`src/rtl/reg_bank_seq.sv`:
```
// Bank of NREG WIDTH-bit registers sharing one funsel/din bus, with sticky wrap flags,
// zero flags and per-register byte assembly with a completion pulse; one-cycle latency, no handshake.
module reg_bank_seq #(
    parameter int WIDTH = 32,
    parameter int NREG  = 4,
    parameter int IN_W  = 16
) (
    input  logic                  clk,
    input  logic                  rst,
    input  logic [NREG-1:0]       en,
    input  logic [2:0]            funsel,
    input  logic [IN_W-1:0]       din,
    output logic [NREG*WIDTH-1:0] q,
    output logic [NREG-1:0]       zero,
    output logic [NREG-1:0]       wrap,
    output logic [NREG-1:0]       asm_done
);

    localparam int B  = WIDTH / 8;
    localparam int CW = $clog2(B + 1);

    localparam logic [2:0] OP_DEC  = 3'b000;
    localparam logic [2:0] OP_INC  = 3'b001;
    localparam logic [2:0] OP_LOAD = 3'b010;
    localparam logic [2:0] OP_CLR  = 3'b011;
    localparam logic [2:0] OP_LDB  = 3'b100;
    localparam logic [2:0] OP_PART = 3'b101;
    localparam logic [2:0] OP_ASM  = 3'b110;
    localparam logic [2:0] OP_LDS  = 3'b111;

    // Ones over the din field; zero-width upper part when IN_W == WIDTH.
    localparam logic [WIDTH-1:0] LOW_MASK = ~({WIDTH{1'b1}} << IN_W);
    localparam logic [WIDTH-1:0] ONE      = WIDTH'(1);
    localparam logic [CW-1:0]    CNT_LAST = CW'(B - 1);
    localparam logic [CW-1:0]    CNT_ONE  = CW'(1);

    logic [WIDTH-1:0] regs [NREG];
    logic [CW-1:0]    cnt  [NREG];

    logic [WIDTH-1:0] din_z;
    logic [WIDTH-1:0] din_s;
    logic [WIDTH-1:0] din_b;

    assign din_z = WIDTH'(din);
    assign din_s = din_z | (din[IN_W-1] ? ~LOW_MASK : '0);
    assign din_b = WIDTH'(din[7:0]);

    always_ff @(posedge clk) begin
        if (rst) begin
            for (int i = 0; i < NREG; i++) begin
                regs[i] <= '0;
                cnt[i]  <= '0;
            end
            wrap     <= '0;
            asm_done <= '0;
        end else begin
            asm_done <= '0;
            for (int i = 0; i < NREG; i++) begin
                if (en[i]) begin
                    // Defaults for every op; inc/dec and assembly override below.
                    cnt[i]  <= '0;
                    wrap[i] <= 1'b0;
                    case (funsel)
                        OP_DEC: begin
                            regs[i] <= regs[i] - ONE;
                            wrap[i] <= wrap[i] | (regs[i] == '0);
                        end
                        OP_INC: begin
                            regs[i] <= regs[i] + ONE;
                            wrap[i] <= wrap[i] | (regs[i] == {WIDTH{1'b1}});
                        end
                        OP_LOAD: regs[i] <= din_z;
                        OP_CLR:  regs[i] <= '0;
                        OP_LDB:  regs[i] <= din_b;
                        OP_PART: regs[i] <= (regs[i] & ~LOW_MASK) | din_z;
                        OP_ASM: begin
                            regs[i] <= {regs[i][WIDTH-9:0], din[7:0]};
                            if (cnt[i] == CNT_LAST) begin
                                asm_done[i] <= 1'b1;
                            end else begin
                                cnt[i] <= cnt[i] + CNT_ONE;
                            end
                        end
                        default: regs[i] <= din_s;
                    endcase
                end
            end
        end
    end

    for (genvar g = 0; g < NREG; g++) begin : g_out
        assign q[g*WIDTH +: WIDTH] = regs[g];
        assign zero[g]             = (regs[g] == '0);
    end

endmodule

```
`config.mk`:
```
export PLATFORM = sky130hd
export DESIGN_NAME = reg_bank_seq
export DESIGN_NICKNAME = d
export VERILOG_FILES = /design/src/rtl/reg_bank_seq.sv
export SDC_FILE = /design/constraint.sdc
export NUM_CORES = 1
export LEC_CHECK = 0
export ABC_AREA = 1
export CORE_ASPECT_RATIO = 0.5
export CORE_MARGIN = 4
export CORE_UTILIZATION = 55
export CTS_BUF_LIST = sky130_fd_sc_hd__clkbuf_16
export DETAILED_ROUTE_END_ITERATION = 8
export GPL_TIMING_DRIVEN = 0
export PLACE_DENSITY = 0.87
export SYNTH_ARGS = -nofsm -noshare
export SYNTH_HDL_FRONTEND = slang
export SYNTH_SLANG_ARGS = --single-unit
```
`constraint.sdc`:
```
create_clock -name clk -period 9.2 [get_ports clk]
set_input_delay 0.92 -clock clk [delete_from_list [all_inputs] [get_ports clk]]
set_output_delay 0.92 -clock clk [all_outputs]
set_load 0.02 [all_outputs]
```
==> run metrics <==
cell area after synthesis 0.0186 mm2; TritonCTS clock tree yes; number of buffers inserted for hold repair after clock tree synthesis 0; vias per std cell 5.65; gate count of the mapped netlist 3157; period utilisation layout 48.0%; type of the worst min-delay path reg -> reg; worst vdd rail ir drop 0.132 mV; sum of negative setup slack 0 ns; result of the run finished clean; sequential fraction of the synthesis area 23.4%; PostCTS Resize Cnt 0; initial cell density of the core 56.1%; Synth Net Count 3307; slew at the pin closest to its max-slew limit 0.930 ns; total number of yosys warnings 0; CTS Buf Count 17; dpl hpwl 51400 um; # setup viols final 0; insertion delay of the later-clocked pin in the worst-skew pair 0.47 ns; Die Height 138 um; Detail Route Antenna Nets 0; source of the critical timing path funsel[1]; width of the die 268 um; critical path endpoint category register; Final Power 3.21 mW; RSZ-0062 raised after global routing false; utilization of the core after routing 64.4%; RD Place Congestion 1.03; depth of the CTS H-tree 4; number of cells traversed by the worst register-to-register path 11; last element of the critical path regs[1][27]; multi-input gate area in the final layout 0.0120 mm2; final wirelength 66500 um; minimum clock period after layout 4.42 ns; Global Route Usage Sum 34.8%; Post-synth top flop sky130_fd_sc_hd__edfxtp_1; final-report hold violation count 0; placed cell count 3758; total vias in the final route 21420; number of register bits inferred by synthesis 148; Critical Path Source Type primary input; worst max-slew margin expressed relative to the limit 37.5%; final non-filler cell total 3791; ys async rst share 0%; Arr. time, crit path 4.64 ns; FF-to-FF Start regs[1][0]; count of TritonRoute iterations in the first routing pass 9; Filler cells 3163; clock-pin slew reported for the worst setup and hold paths after clock tree synthesis 0.07 ns; Die Footprint 0.0371 mm2; Layout Area Growth over Synthesis 14.8%; Max clock buf depth 2; maximum number of pins on one net before global-route repair 40; total global routing overflow 0; Critical R2R Capture regs[1][20]; post-layout net count 3486; number of enable-type register cells in the synthesized netlist 140; total power divided by cell area 150 mW/mm2; vias in the first global route 19068; core region area 0.0332 mm2; number of pins with negative max-slew slack in the final report 0; maximum fanout along the worst path 39; wire per inst 17.5 um; average instance area after synthesis 5.90 um2; count of input and output buffers 159; type of the worst setup path in -> reg; wire length of the first global-routing pass 103000 um; DRC Markers 0; leakage power 11.5 nW; fraction of final layout cells sized beyond drive strength 1 5.34%; worst setup timing slack at the placement stage 3.87 ns; Required @ worst endpoint 9.42 ns; distinct cell type count after synthesis 52; number of placement rows 47; reg-to-reg slack, setup 6.57 ns; worst clock skew 0.0136 ns; number of post-CTS setup repair buffers 0; First DRT Iteration DRCs 2949; worst setup slack after layout 4.78 ns; storage element area 0.00436 mm2; root buf cell sky130_fd_sc_hd__clkbuf_16; top-level port count 165; number of antenna violations at the first check in global routing 1; timing-limited maximum frequency 226 MHz; clock tree sinks 148; max-cap violation count 0
registers in the layout (all words and copies together) (netlist names):
| signal | flops |
|---|---|
| regs | 128 |
| asm_done | 4 |
| wrap | 4 |
| cnt | 12 |
power by group:
group / switching, mW / internal, mW / leakage [nW] / total, mW
logic: 1.00 / 0.526 / 9.64 / 1.53
clock network: 0.350 / 0.385 / 0.285 / 0.735
registers: 0.128 / 0.816 / 1.61 / 0.943
total: 1.48 / 1.73 / 11.5 / 3.21
cell usage in the layout, fill, tap and decap left out, drive strengths merged, types with 5 or more instances in the layout:
cell           Yosys  routed
nand2           1186    1186
inv              516     528
nor2             387     387
nand3            208     208
a21oi            184     184
clkdlybuf4s50      0     159
edfxtp           140     140
ha               122     122
o21ai             89      89
nand4             55      55
buf               42      43
nor3              42      42
clkbuf            23      40
nor4              30      30
xor2              25      25
o211ai            23      23
nand3b            17      17
xnor2             14      14
o21bai            10      10
dfxtp              8       8
or2                8       8
and2               6       6
a21o               5       5
critical path, cell delays in order:
cell	delay, ns
sky130_fd_sc_hd__clkdlybuf4s50_1	0.53
sky130_fd_sc_hd__inv_4	0.18
sky130_fd_sc_hd__nand2_4	0.11
sky130_fd_sc_hd__nor2_4	0.30
sky130_fd_sc_hd__nand2_2	0.63
sky130_fd_sc_hd__ha_1	0.69
sky130_fd_sc_hd__nand2_1	0.15
sky130_fd_sc_hd__nor2_1	0.20
sky130_fd_sc_hd__inv_1	0.06
sky130_fd_sc_hd__nor2_1	0.17
sky130_fd_sc_hd__and2_1	0.16
sky130_fd_sc_hd__nand2_1	0.12
sky130_fd_sc_hd__nand2_1	0.10
sky130_fd_sc_hd__nand2_1	0.05
sky130_fd_sc_hd__nand3_1	0.07
sky130_fd_sc_hd__nand2_1	0.05
sky130_fd_sc_hd__nand2_1	0.06
sky130_fd_sc_hd__nand2_1	0.05
cell families (layout without fill, tap and decap cells):
family                     Yosys count  in the layout  synth area share (%)
xor gates and xnor gates            39             39                  1.83
other                                0              1                     0
adders and majority gates          125            125                  8.51
and+or+nand+nor                   1940           1940                  44.3
AOI/OAI and AO/OA                  323            323                  9.53
DFF                                148            148                  23.4
buffers and inverters              582            774                  12.4
per-stage QoR:
step                area (um2)  hold slack, ns
detailed placement       20800           0.494
CTS                      21400           0.505
floorplan                18600           0.537
global placement         20800           0.482
global route             21400           0.543
finish                   21400           0.506
synth_stat cells, types with 21 or more instances:
cell | instances | area, um2
sky130_fd_sc_hd__nor3_1 | 28 | 140
sky130_fd_sc_hd__nand3_1 | 205 | 1030
sky130_fd_sc_hd__o21ai_0 | 69 | 345
sky130_fd_sc_hd__nand4_1 | 55 | 344
sky130_fd_sc_hd__inv_2 | 23 | 86.3
sky130_fd_sc_hd__clkbuf_1 | 21 | 78.8
sky130_fd_sc_hd__a21oi_1 | 184 | 921
sky130_fd_sc_hd__nor2_1 | 354 | 1330
sky130_fd_sc_hd__inv_1 | 491 | 1840
sky130_fd_sc_hd__buf_2 | 27 | 135
sky130_fd_sc_hd__xor2_1 | 25 | 219
sky130_fd_sc_hd__nand2_1 | 1175 | 4410
sky130_fd_sc_hd__o211ai_1 | 22 | 165
sky130_fd_sc_hd__edfxtp_1 | 140 | 4200
sky130_fd_sc_hd__ha_1 | 122 | 1530
sky130_fd_sc_hd__nor4_1 | 30 | 188
final cells by class:
class / instances / area share (%)
Multi-Input combinational cell: 2427 / 56.0
Buffer: 65 / 1.71
Timing Repair Buffer: 160 / 7.51
Antenna cell: 1 / 0.0117
Inverter: 517 / 9.09
Sequential cell: 148 / 20.4
Clock buffer: 17 / 1.99
Clock inverter: 15 / 0.731
Tap cell: 441 / 2.58
routing by layer:
layer / vias to the layer above / track usage (%) / routed length (um)
li1: 10405 / - / -
met2: 1208 / 52.2 / 28500
met1: 9616 / 49.4 / 28200
met4: 0 / 13.2 / 2470
met3: 191 / 7.17 / 7360
met5: - / 0 / 0
how the worst min path moves through the flow:
stage | slack, ns | startpoint | endpoint | depth (start not counted)
floorplan | 0.54 | cnt[0][0] | cnt[0][0] | 1
global placement | 0.48 | wrap[1] | wrap[1] | 2
detailed placement | 0.49 | wrap[1] | wrap[1] | 2
CTS | 0.51 | wrap[1] | wrap[1] | 2
global route | 0.54 | wrap[2] | wrap[2] | 2
finish | 0.51 | wrap[1] | wrap[1] | 2
Note: power is estimated with default switching activity, not from simulation.
